===== src/rtl/sram_wr_id.sv =====
// sram_wr_id: write-side bank/address sequencer for the global buffer.
// Stripes each packet of a valid/ready word stream round-robin across
// SRAM_num banks, emitting registered bank ID, in-bank address, write enable
// and payload; repeats for cyc_num packets and then pulses done.
// Optional feature macro: SRAM_WR_ID_OVF_CHK_EN enables the sticky overflow
// check against SRAM_DEPTH (writes at or beyond the depth are suppressed).
module sram_wr_id #(
    parameter int          DATA_WIDTH   = 64,
    parameter int          ADDR_WIDTH   = 10,
    parameter int unsigned SRAM_DEPTH   = 1024,
    parameter int          CYC_BITWIDTH = 8
) (
    input  logic                    clk,
    input  logic                    rst,
    input  logic                    start,
    input  logic                    abort,
    input  logic [3:0]              SRAM_num,
    input  logic [3:0]              Data_num,
    input  logic [CYC_BITWIDTH-1:0] cyc_num,
    input  logic                    wr_valid,
    output logic                    wr_ready,
    input  logic [DATA_WIDTH-1:0]   wr_data,
    output logic                    sram_wen,
    output logic [3:0]              Wr_ID,
    output logic [ADDR_WIDTH-1:0]   Wr_Addr,
    output logic [DATA_WIDTH-1:0]   sram_wdata,
    output logic [CYC_BITWIDTH-1:0] Cyc,
    output logic                    done,
    output logic                    ovf
);

`ifdef SRAM_WR_ID_OVF_CHK_EN
    localparam logic OVF_EN = 1'b1;
`else
    localparam logic OVF_EN = 1'b0;
`endif

    typedef enum logic [0:0] {
        ST_IDLE  = 1'b0,
        ST_WRITE = 1'b1
    } state_t;

    state_t                  state_r;
    logic [3:0]              sram_num_r;
    logic [3:0]              data_num_r;
    logic [CYC_BITWIDTH-1:0] cyc_num_r;
    logic [3:0]              k_r;        // word index inside the packet
    logic [3:0]              bank_r;     // k mod SRAM_num, kept incrementally
    logic [ADDR_WIDTH-1:0]   row_r;      // k div SRAM_num, kept incrementally
    logic [ADDR_WIDTH-1:0]   base_r;     // first row of the current packet
    logic                    sram_wen_r;
    logic [3:0]              wr_id_r;
    logic [ADDR_WIDTH-1:0]   wr_addr_r;
    logic [DATA_WIDTH-1:0]   wdata_r;
    logic [CYC_BITWIDTH-1:0] cyc_r;
    logic                    done_r;
    logic                    ovf_r;

    logic                    wr_ready_s;
    logic                    beat_s;
    logic [ADDR_WIDTH-1:0]   addr_s;
    logic                    last_word_s;
    logic                    last_bank_s;
    logic                    last_pkt_s;
    logic                    addr_hit_s;

    // Handshake and per-beat address/termination decode.
    always_comb begin
        wr_ready_s  = 1'b0;
        if (state_r == ST_WRITE) begin
            wr_ready_s = ~start & ~abort;
        end else begin
            wr_ready_s = 1'b0;
        end
        beat_s      = wr_valid & wr_ready_s;
        addr_s      = base_r + row_r;
        last_word_s = (k_r == (data_num_r - 4'd1));
        last_bank_s = (bank_r == (sram_num_r - 4'd1));
        last_pkt_s  = (cyc_r == (cyc_num_r - {{(CYC_BITWIDTH-1){1'b0}}, 1'b1}));
        addr_hit_s  = OVF_EN & ({{(32-ADDR_WIDTH){1'b0}}, addr_s} >= SRAM_DEPTH);
    end

    // Job FSM, stripe counters and registered write-port outputs.
    always_ff @(posedge clk or posedge rst) begin
        if (rst) begin
            state_r    <= ST_IDLE;
            sram_num_r <= 4'd0;
            data_num_r <= 4'd0;
            cyc_num_r  <= {CYC_BITWIDTH{1'b0}};
            k_r        <= 4'd0;
            bank_r     <= 4'd0;
            row_r      <= {ADDR_WIDTH{1'b0}};
            base_r     <= {ADDR_WIDTH{1'b0}};
            sram_wen_r <= 1'b0;
            wr_id_r    <= 4'd0;
            wr_addr_r  <= {ADDR_WIDTH{1'b0}};
            wdata_r    <= {DATA_WIDTH{1'b0}};
            cyc_r      <= {CYC_BITWIDTH{1'b0}};
            done_r     <= 1'b0;
            ovf_r      <= 1'b0;
        end else begin
            sram_wen_r <= 1'b0;
            done_r     <= 1'b0;
            if (start) begin
                // Restart from any state with a freshly latched configuration.
                state_r    <= ST_WRITE;
                sram_num_r <= SRAM_num;
                data_num_r <= Data_num;
                cyc_num_r  <= cyc_num;
                k_r        <= 4'd0;
                bank_r     <= 4'd0;
                row_r      <= {ADDR_WIDTH{1'b0}};
                base_r     <= {ADDR_WIDTH{1'b0}};
                cyc_r      <= {CYC_BITWIDTH{1'b0}};
                ovf_r      <= 1'b0;
            end else if (abort) begin
                state_r <= ST_IDLE;
                k_r     <= 4'd0;
                bank_r  <= 4'd0;
                row_r   <= {ADDR_WIDTH{1'b0}};
                base_r  <= {ADDR_WIDTH{1'b0}};
                cyc_r   <= {CYC_BITWIDTH{1'b0}};
            end else if (beat_s) begin
                if (addr_hit_s) begin
                    // Out-of-range write is dropped; port outputs hold.
                    ovf_r <= 1'b1;
                end else begin
                    sram_wen_r <= 1'b1;
                    wr_id_r    <= bank_r;
                    wr_addr_r  <= addr_s;
                    wdata_r    <= wr_data;
                end
                if (last_word_s) begin
                    // Next packet starts on the row after this packet's last row.
                    k_r    <= 4'd0;
                    bank_r <= 4'd0;
                    row_r  <= {ADDR_WIDTH{1'b0}};
                    base_r <= addr_s + {{(ADDR_WIDTH-1){1'b0}}, 1'b1};
                    cyc_r  <= cyc_r + {{(CYC_BITWIDTH-1){1'b0}}, 1'b1};
                    if (last_pkt_s) begin
                        done_r  <= 1'b1;
                        state_r <= ST_IDLE;
                    end else begin
                        state_r <= ST_WRITE;
                    end
                end else begin
                    k_r <= k_r + 4'd1;
                    if (last_bank_s) begin
                        bank_r <= 4'd0;
                        row_r  <= row_r + {{(ADDR_WIDTH-1){1'b0}}, 1'b1};
                    end else begin
                        bank_r <= bank_r + 4'd1;
                    end
                end
            end else begin
                state_r <= state_r;
            end
        end
    end

    assign wr_ready   = wr_ready_s;
    assign sram_wen   = sram_wen_r;
    assign Wr_ID      = wr_id_r;
    assign Wr_Addr    = wr_addr_r;
    assign sram_wdata = wdata_r;
    assign Cyc        = cyc_r;
    assign done       = done_r;
    assign ovf        = ovf_r;

endmodule


===== config.mk =====
export PLATFORM = sky130hd
export DESIGN_NAME = sram_wr_id
export DESIGN_NICKNAME = d
export VERILOG_FILES = /design/src/rtl/sram_wr_id.sv
export SDC_FILE = /design/constraint.sdc
export NUM_CORES = 1
export LEC_CHECK = 0
export ABC_CLOCK_PERIOD_IN_PS = 5290
export CAP_MARGIN = 10
export CORE_MARGIN = 2
export CORE_UTILIZATION = 49
export DETAILED_ROUTE_END_ITERATION = 12
export GPL_ROUTABILITY_DRIVEN = 0
export GPL_TIMING_DRIVEN = 0
export PLACE_DENSITY = 0.78
export SLEW_MARGIN = 5
export SYNTH_ARGS = -nofsm -noshare
export SYNTH_HDL_FRONTEND = slang
export SYNTH_SLANG_ARGS = --single-unit

===== constraint.sdc =====
create_clock -name clk -period 5.29 [get_ports clk]
set_input_delay 1.058 -clock clk [delete_from_list [all_inputs] [get_ports clk]]
set_output_delay 1.058 -clock clk [all_outputs]
set_load 0.01 [all_outputs]

==> results.ini, run 1 <==
[pwr]
p_sw_uw = 766.1
seqPwrFrac = 0.416
peakVddDrop_mv = 0.2333
p_sw_frac = 0.2658
power_leakage_uw = 0.004059
powerDensity_mw_per_mm2 = 323.7
internal_power_uw = 2116
p_comb_frac = 0.191
clkPwrFrac = 0.392

[grt]
grt_first_pass_wirelength_um = 29100
grt_max_degree = 76
grt_pass1_vias = 5915
grt_util_all_layers = 0.2617
antenna_found_initial = 0
grt_overflow = 0

[yosys]
syn_inst = 679
syn-num-nets = 782
yosysMostFrequentCell = nand2_1
synth_common_cells = nand2_1 (255), dfrtp_1 (133), xnor2_1 (35)
seq_area_frac_synth = 0.5223
async_flop_share = 1.000
yosysWarnings = 0
synth_edf_count = 0
yosys_register_bits = 133
avgSynthCellArea_um2 = 9.385
synth_top_cell_area_share = 0.5223
ys.flop_type = dfrtp_1
netlist_area_mm2 = 0.006372
yosysTopAreaCell = dfrtp_1
yosys-top-cells-area = dfrtp_1 (52%), nand2_1 (15%), xnor2_1 (4.8%)
synth_cell_types = 62

[die]
die_area_mm2 = 0.01393
die_width_um = 118.0
start_util = 0.5029
core_area_mm2 = 0.01267
rows = 41
die_h_um = 118.0
ios = 175

[route]
wl_per_cell_um = 16.51
vias = 5554
avgViaCountPerCell = 5.269
first_pass_iters = 5
routed_wirelength_um = 17400
remaining_drc_errors = 0
dr.first_iter.drc_count = 281
antenna_left = 0

[sta]
relSlewSlack = 0.2632
hold_viol_final = 0
worst_slack_ns = 1.588
timing.clock.skew_ns = 0.006426
setup_violations = 0
finalMaxSlewViolations = 0
post-route-min-period_ns = 3.702
rsz0062_at_grt = false
worst_pin_slew_ns = 1.093
max_freq_mhz = 270.1
fin_crit_sh = 0.6998

[setup_path]
path_max_fanout = 10
cp-end-kind = output pin
cp_data_arrival_time_ns = 2.64
crit_top_cell = clkdlybuf4s50_1
critPathTopFamily = buffers and inverters
path_buf_inv = 3
start_kind = input pin
crit_path_top_delay_cell = clkdlybuf4s50_1
critical_path_class = in2out
critical-path-max-stage-delay_ns = 0.54
required_ns = 4.23
crit_path_cell_trace = clkdlybuf4s50_1, nor2_8, buf_6, and2_1, clkdlybuf4s50_1

[run]
maxCapViolations = 0

[status]
run_status = completed

[cts]
cts_made_buffers = 17
cts.sinks = 133
cts_tree = done
hold_buffers = 0
cts_root_buf = clkbuf_16
post_cts_buffers = 0
path_clk_slew_ns = 0.05
cts_buffer_depth = 2
clkLatencyLatePin_ns = 0.42
htreeDepth = 4
postCtsResizedCells = 0

[finish]
area_growth_pct = 39.70
nets = 974
num_antenna_cells = 0
final_cells = 1054
layout-drive-gt1-share = 0.07256

[place]
post-place-ws_ns = 1.583
dp_cells = 1024
port_buffers = 172
dp_hpwl_um = 12670

[min_path]
holdCritPathClass = reg2reg

layout by cell type (no fill, tap or decap), types with 7 or more instances in the layout:
cell type	Yosys	final
clkdlybuf4s50_1	0	172
nor3_1	12	12
dfrtp_1	133	133
mux2_2	10	10
ha_1	17	17
nand3_1	24	24
inv_1	11	10
clkbuf_1	14	16
nand4_1	7	7
nand2_1	255	255
or3_1	7	7
o21ai_0	30	30
clkbuf_16	0	17
xor2_1	12	12
buf_1	7	7
a21oi_1	16	16
xnor2_1	35	35
nor2_1	11	11
tightest hold or removal path, cell delays in order, from the launching register on:
cell	delay [ns]
dfrtp_1	0.34
nand2_1	0.05
nand2_1	0.05
per-stage QoR:
stage	instance area, um^2	TNS (ns)	utilization	power (uW)	hold WS, ns
3_3_place_gp	8309	-140.70	0.6558	1744	0.4571
4_1_cts	8902	0	0.7026	2899	0.4763
3_5_place_dp	8342	0	0.6583	1766	0.4617
2_1_floorplan	6372	0	-	1432	0.4538
6_report	8902	0	0.7026	2882	0.4718
5_1_grt	8902	0	0.7026	3004	0.4948
power groups by stage:
stage / registers [uW] / clock network [uW] / logic (uW)
final: 1200 / 1130 / 551
after global placement: 1210 / 0 / 535
after detailed placement: 1210 / 0 / 551
after CTS: 1200 / 1140 / 557
after global routing: 1210 / 1190 / 599
after floorplan: 1250 / 0 / 180
sequential cells by signal (all words and copies together), names as in the netlist:
signal and count:
k_r 4, state_r 1, sram_num_r 4, base_r 10, cyc_num_r 8, Wr_ID 4, Wr_Addr 10, data_num_r 4
done 1, sram_wen 1, Cyc 8, row_r 10, bank_r 4, sram_wdata 64
final timing paths:
kind | start | end | slack [ns] | cells after the start
worst max-delay path | abort | wr_ready | 1.59 | 5
worst min-delay path | sram_wdata[27] | sram_wdata[27] | 0.47 | 2
worst max register to register | row_r[0] | base_r[8] | 2.37 | 8
worst min register to register | sram_wdata[27] | sram_wdata[27] | 0.47 | 2
max in group asynchronous | rst | base_r[2] | 3.45 | 3
min in group asynchronous | rst | sram_wdata[40] | 1.08 | 2
layer usage:
layer,wire (um),up-vias,track usage
met2,8757,182,0.4502
met3,1310,31,0.09593
met5,0,-,0
met4,294,0,0.08358
met1,7037,2704,0.3037
li1,-,2637,-
final cells by class:
class,count,area (um^2)
Sequential cell,133,3328
Inverter,12,50.05
Fill cell,967,3769
Clock inverter,7,72.57
Timing Repair Buffer,173,1749
Buffer,28,135.1
Tap cell,172,215.2
Clock buffer,23,488.0
Multi-Input combinational cell,506,2864
kinds of logic after synthesis:
| logic type | after synthesis | share of synthesized area |
|---|---|---|
| buffers and inverters | 40 | 0.02827 |
| and+or+nand+nor | 350 | 0.2437 |
| xor gates and xnor gates | 50 | 0.07226 |
| muxes | 10 | 0.01767 |
| adders and majority gates | 18 | 0.03652 |
| DFF | 133 | 0.5223 |
| other | 1 | 0.0005885 |
| AOI/OAI and AO/OA | 77 | 0.07874 |
Power figures use the tool's default switching activity.
==> run 2: changes to the inputs <==
ABC_CLOCK_PERIOD_IN_PS = 3900   (was 5290)
clock period = 3.9 ns   (was 5.29 ns; I/O delays follow)
==> run 2 against run 1 <==
Clock-buffer cell count shrank 1; setup slack lost 0.85 ns; register-to-register slack lost 1.4 ns; final area grew 1.2%; sequential cell count is the same; non-clock buffer count grew 3; critical path depth is the same; sequential power grew 36%; largest power group is now clock.
==> results.ini, run 2 (synthesis gave the netlist of run 1 again) <==
[status]
run_status = completed

[finish]
fin_util = 0.7111  ; +0.008492
final_cells = 1058  ; +0.38%
final_cell_mix = nand2_1 (255), clkdlybuf4s50_1 (172), dfrtp_1 (133), xnor2_1 (35), o21ai_0 (30)
fillCellCount = 973  ; +0.62%
multi_input_area_mm2 = 0.002864  ; unchanged
area_growth_pct = 41.39
regArea_mm2 = 0.003328  ; unchanged
num_antenna_cells = 0  ; unchanged
layout_commonest_cell = nand2_1
nets = 977  ; +0.31%
largest_register_ffs = 64  ; unchanged
layout-drive-gt1-share = 0.07788  ; +0.005316

[pwr]
p_total_uw = 4025  ; +40%
peakVddDrop_mv = 0.3040  ; +30%
powerDensity_mw_per_mm2 = 446.8  ; +38%
power_leakage_uw = 0.004109  ; +1.2%

[die]
core_area_mm2 = 0.01267  ; unchanged
die_h_um = 118.0  ; unchanged
ios = 175  ; unchanged
start_util = 0.5029  ; unchanged
rows = 41  ; unchanged
die_area_mm2 = 0.01393  ; unchanged
die_width_um = 118.0  ; unchanged

[grt]
grt_overflow = 0  ; unchanged
grt_max_degree = 41  ; -46%
grt_first_pass_wirelength_um = 29750  ; +2.2%
grt_pass1_vias = 5964  ; +0.83%
antenna_found_initial = 0  ; unchanged
grt_util_all_layers = 0.2701  ; +0.008374

[sta]
fin_crit_sh = 0.8096
rsz0062_at_grt = false
setup_tns_ns = 0  ; unchanged
setup_violations = 0  ; unchanged
relSlewSlack = 0.2637  ; +0.0004880
finalMaxSlewViolations = 0  ; unchanged
post-route-min-period_ns = 3.157
timing.clock.skew_ns = 0.006608  ; +0.0001819 ns
hold_viol_final = 0  ; unchanged
worst_pin_slew_ns = 1.093  ; -0.0007247 ns
max_freq_mhz = 316.7
timing.hold.ws_ns = 0.4727  ; +0.0009210 ns

[route]
wl_per_cell_um = 16.74  ; +1.4%
avgViaCountPerCell = 5.303  ; +0.64%
first_pass_iters = 4  ; -1
dr.first_iter.drc_count = 281  ; unchanged
routed_wirelength_um = 17710  ; +1.8%
vias = 5611  ; +1.0%
antenna_left = 0  ; unchanged
remaining_drc_errors = 0  ; unchanged

[cts]
cts_root_buf = clkbuf_16
hold_buffers = 0  ; unchanged
postCtsResizedCells = 0  ; unchanged
htreeDepth = 4  ; unchanged
cts.sinks = 133  ; unchanged
clkLatencyLatePin_ns = 0.41  ; about the same
post_cts_buffers = 0  ; unchanged
cts_made_buffers = 17  ; unchanged
cts_buffer_depth = 2  ; unchanged
path_clk_slew_ns = 0.06  ; about the same
cts_tree = done

[place]
dp_hpwl_um = 12970  ; +2.3%
dp_cells = 1027  ; +0.29%
port_buffers = 172  ; unchanged

[setup_path]
start_kind = input pin
path_max_fanout = 10  ; unchanged
cp-end-kind = output pin
critical_path_class = in2out
required_ns = 3.12  ; -1.11 ns
cp_data_arrival_time_ns = 2.38  ; -0.26 ns

[min_path]
holdCritPathClass = reg2reg

[run]
maxCapViolations = 0  ; unchanged

## run 2: worst paths after layout
check,from,to,cells past startpoint,slack (ns)
hold reg to reg,sram_wdata[28],sram_wdata[28],2,0.47
hold / removal,sram_wdata[28],sram_wdata[28],2,0.47
max in group asynchronous,rst,cyc_num_r[7],5,2.24
min in group asynchronous,rst,sram_wdata[15],2,0.76
setup / recovery,abort,wr_ready,5,0.74
setup reg to reg,row_r[0],base_r[8],8,1.00
## run 2: area by class of cell
| class | instances | share of cell area |
|---|---|---|
| buffer | 28 | 0.01500 |
| clock buffer | 22 | 0.05374 |
| clock inverter | 9 | 0.01389 |
| inverter | 12 | 0.005416 |
| multi-input combinational | 506 | 0.3179 |
| sequential | 133 | 0.3694 |
| tap | 172 | 0.02389 |
| timing repair buffer | 176 | 0.2008 |
## run 2: power breakdown
group	internal [uW]	switching [uW]
combinational	408	349
clock	1060	576
sequential	1530	97.9
total	3000	1020
## run 2: per-layer routing
layer,vias up,share of wire,GRT usage,routed length [um]
met5,-,0,0,0
met4,0,0.023,0.1069,402
met3,28,0.076,0.09254,1341
met2,182,0.51,0.4644,8975
met1,2759,0.39,0.3091,6994
li1,2642,-,-,-
## run 2: metrics by stage
step | instance area (um^2) | setup WS (ns)
final | 9010 | 0.7427
after floorplan | 6376 | 1.315
after global routing | 9010 | 0.6936
after CTS | 9010 | 0.7462
after global placement | 8313 | 0.3273
after detailed placement | 8401 | 0.6063
## run 2: worst max-delay path, stage by stage
cell             delay, ns
clkdlybuf4s50_1       0.53
nor2_8                0.19
buf_6                 0.17
and2_1                0.16
clkdlybuf4s50_1       0.54
==> run 3: changes to the inputs <==
ABC_CLOCK_PERIOD_IN_PS = 2800   (was 3900)
CORE_UTILIZATION = 44   (was 49)
PLACE_DENSITY = 0.74   (was 0.78)
clock period = 2.8 ns   (was 3.9 ns; I/O delays follow)
==> run 3 against run 2 <==
Clock-buffer cell count up 2; die area up 11%; largest cell class unchanged; first-iteration DRC count up 0.71%; sequential cell count unchanged; critical path type is now reg2reg; global-route usage down 5.3 points.
==> results.ini, run 3 (synthesis gave the netlist of run 1 again) <==
[status]
run_status = completed

[place]
post-place-ws_ns = -0.2719  ; -0.8782 ns
dp_cells = 1034  ; +0.68%
port_buffers = 172  ; unchanged
dp_hpwl_um = 12230  ; -5.7%

[route]
dr.first_iter.drc_count = 283  ; +0.71%
first_pass_iters = 5  ; +1
antenna_left = 0  ; unchanged
vias = 5459  ; -2.7%
wl_per_cell_um = 15.54  ; -7.2%
avgViaCountPerCell = 5.121  ; -3.4%
remaining_drc_errors = 0  ; unchanged
routed_wirelength_um = 16560  ; -6.5%

[setup_path]
reg2reg_from = row_r[0]
reg2regPathDepth = 8  ; unchanged
critical_path_class = reg2reg
rrSetupSlack_ns = 0.1  ; -0.90 ns
required_ns = 3.15  ; +0.03 ns
crit_path_top_delay_cell = or4b_1
path_max_fanout = 6  ; -4
reg2reg_to = base_r[8]
crit_path_cell_trace = ha_1, fa_2, nand3_1, a21oi_1, or2_4, or3_1, or4b_1, nand3_1
start_kind = flip-flop
cp-end-kind = flip-flop
cp_data_arrival_time_ns = 3.05  ; +0.67 ns
crit_top_cell = nand3_1
critical-path-max-stage-delay_ns = 0.52  ; -0.02 ns

[finish]
nets = 977  ; unchanged
final_cell_mix = nand2_1 (255), clkdlybuf4s50_1 (172), dfrtp_1 (133), xnor2_1 (35), o21ai_0 (30)
area_growth_pct = 41.35  ; about the same
fin_util = 0.6439  ; -0.06715
final_cells = 1066  ; +0.76%
layout_commonest_cell = nand2_1
largest_register_ffs = 64  ; unchanged
layout-drive-gt1-share = 0.07788  ; unchanged
fillCellCount = 1141  ; +17%
num_antenna_cells = 0  ; unchanged

[die]
die_h_um = 124.3  ; +5.3%
rows = 43  ; +4.9%
ios = 175  ; unchanged
die_area_mm2 = 0.01546  ; +11%
start_util = 0.4555  ; -0.04737
core_area_mm2 = 0.01399  ; +10%
die_width_um = 124.3  ; +5.3%

[cts]
cts_made_buffers = 17  ; unchanged
clkLatencyLatePin_ns = 0.42  ; about the same
cts.sinks = 133  ; unchanged
htreeDepth = 4  ; unchanged
hold_buffers = 0  ; unchanged
cts_buffer_depth = 2  ; unchanged
cts_tree = done
path_clk_slew_ns = 0.06  ; about the same
cts_root_buf = clkbuf_16

[sta]
finalMaxSlewViolations = 0  ; unchanged
worst_slack_ns = 0.09667  ; -0.6460 ns
setup_tns_ns = 0  ; unchanged
fin_crit_sh = 0.9655
relSlewSlack = 0.4943  ; +0.2306
worst_pin_slew_ns = 0.7532  ; -0.3394 ns
rsz0062_at_grt = false
post-route-min-period_ns = 2.703
timing.hold.ws_ns = 0.4704  ; -0.002304 ns
timing.clock.skew_ns = 0.006961  ; +0.0003533 ns
hold_viol_final = 0  ; unchanged
max_freq_mhz = 369.9
setup_violations = 0  ; unchanged

[pwr]
powerDensity_mw_per_mm2 = 610.4  ; +37%
internal_power_uw = 4096  ; +36%
peakVddDrop_mv = 0.3840  ; +26%
seqPwrFrac = 0.411  ; +0.007
p_sw_frac = 0.2551  ; +0.0009584
clkPwrFrac = 0.401  ; -0.007
p_sw_uw = 1403  ; +37%
p_comb_frac = 0.188  ; about the same
power_leakage_uw = 0.004091  ; -0.45%

[run]
maxCapViolations = 0  ; unchanged

[grt]
grt_max_degree = 43  ; +4.9%
grt_pass1_vias = 5457  ; -8.5%
antenna_found_initial = 0  ; unchanged
grt_overflow = 0  ; unchanged
grt_first_pass_wirelength_um = 27190  ; -8.6%
grt_util_all_layers = 0.2175  ; -0.05262

[min_path]
hp-start = sram_wdata[59]
holdCritPathClass = reg2reg
whs_path_depth = 2  ; unchanged
min_to = sram_wdata[59]

==> run 3: through the flow <==
stage	cell area, um^2	power, uW
after floorplan	6376	2706
after global placement	8323	3280
after detailed placement	8383	3326
after CTS	8979	5547
after global routing	9007	5744
final	9007	5498
==> run 3: worst max path at each step <==
| stage | startpoint | end | slack (ns) | cells after the start |
|---|---|---|---|---|
| global route | data_num_r[0] | Cyc[7] | 0.002 | 8 |
| global placement | rst | sram_wdata[9] | -0.59 | 2 |
| finish | row_r[0] | base_r[8] | 0.1 | 8 |
| detailed placement | abort | Cyc[4] | -0.27 | 7 |
| floorplan | row_r[0] | base_r[8] | 0.21 | 8 |
| CTS | data_num_r[0] | Cyc[4] | 0.04 | 8 |
==> run 3: routing by layer <==
| metal | wire (um) | vias to the layer above | share of wire | global-route usage |
|---|---|---|---|---|
| li1 | - | 2653 | - | - |
| met1 | 6937 | 2600 | 0.42 | 0.2654 |
| met2 | 8335 | 176 | 0.50 | 0.3722 |
| met3 | 950 | 30 | 0.057 | 0.05498 |
| met4 | 340 | 0 | 0.021 | 0.08063 |
| met5 | 0 | - | 0 | 0 |
==> run 3: power groups by stage <==
stage | combinational, uW | sequential (uW) | clock (uW)
detailed placement | 1030 | 2290 | 0
floorplan | 340 | 2370 | 0
global placement | 999 | 2280 | 0
CTS | 1040 | 2260 | 2240
finish | 1030 | 2260 | 2200
global route | 1120 | 2290 | 2330
==> run 3: timing repair <==
item	in CTS	in global routing
setup endpoints to repair	2	7
pin swaps	1	0
buffers inserted	1	0
gates resized for setup	0	4
==> run 3: final cells by class <==
class / instances / area (um^2) / area share
sequential: 133 / 3328 / 0.3695
multi-input combinational: 506 / 2893 / 0.3212
timing repair buffer: 176 / 1789 / 0.1986
clock buffer: 24 / 491.7 / 0.05459
tap: 180 / 225.2 / 0.02500
buffer: 28 / 135.1 / 0.01500
clock inverter: 7 / 96.34 / 0.01070
inverter: 12 / 48.80 / 0.005417
==> run 3: critical path: cells and delay by family, from the launching register on <==
| kind | cells | cell delay [ns] |
|---|---|---|
| fa+ha+maj | 2 | 0.69 |
| flops | 1 | 0.45 |
| compound gates | 1 | 0.08 |
| simple gates | 5 | 1.42 |
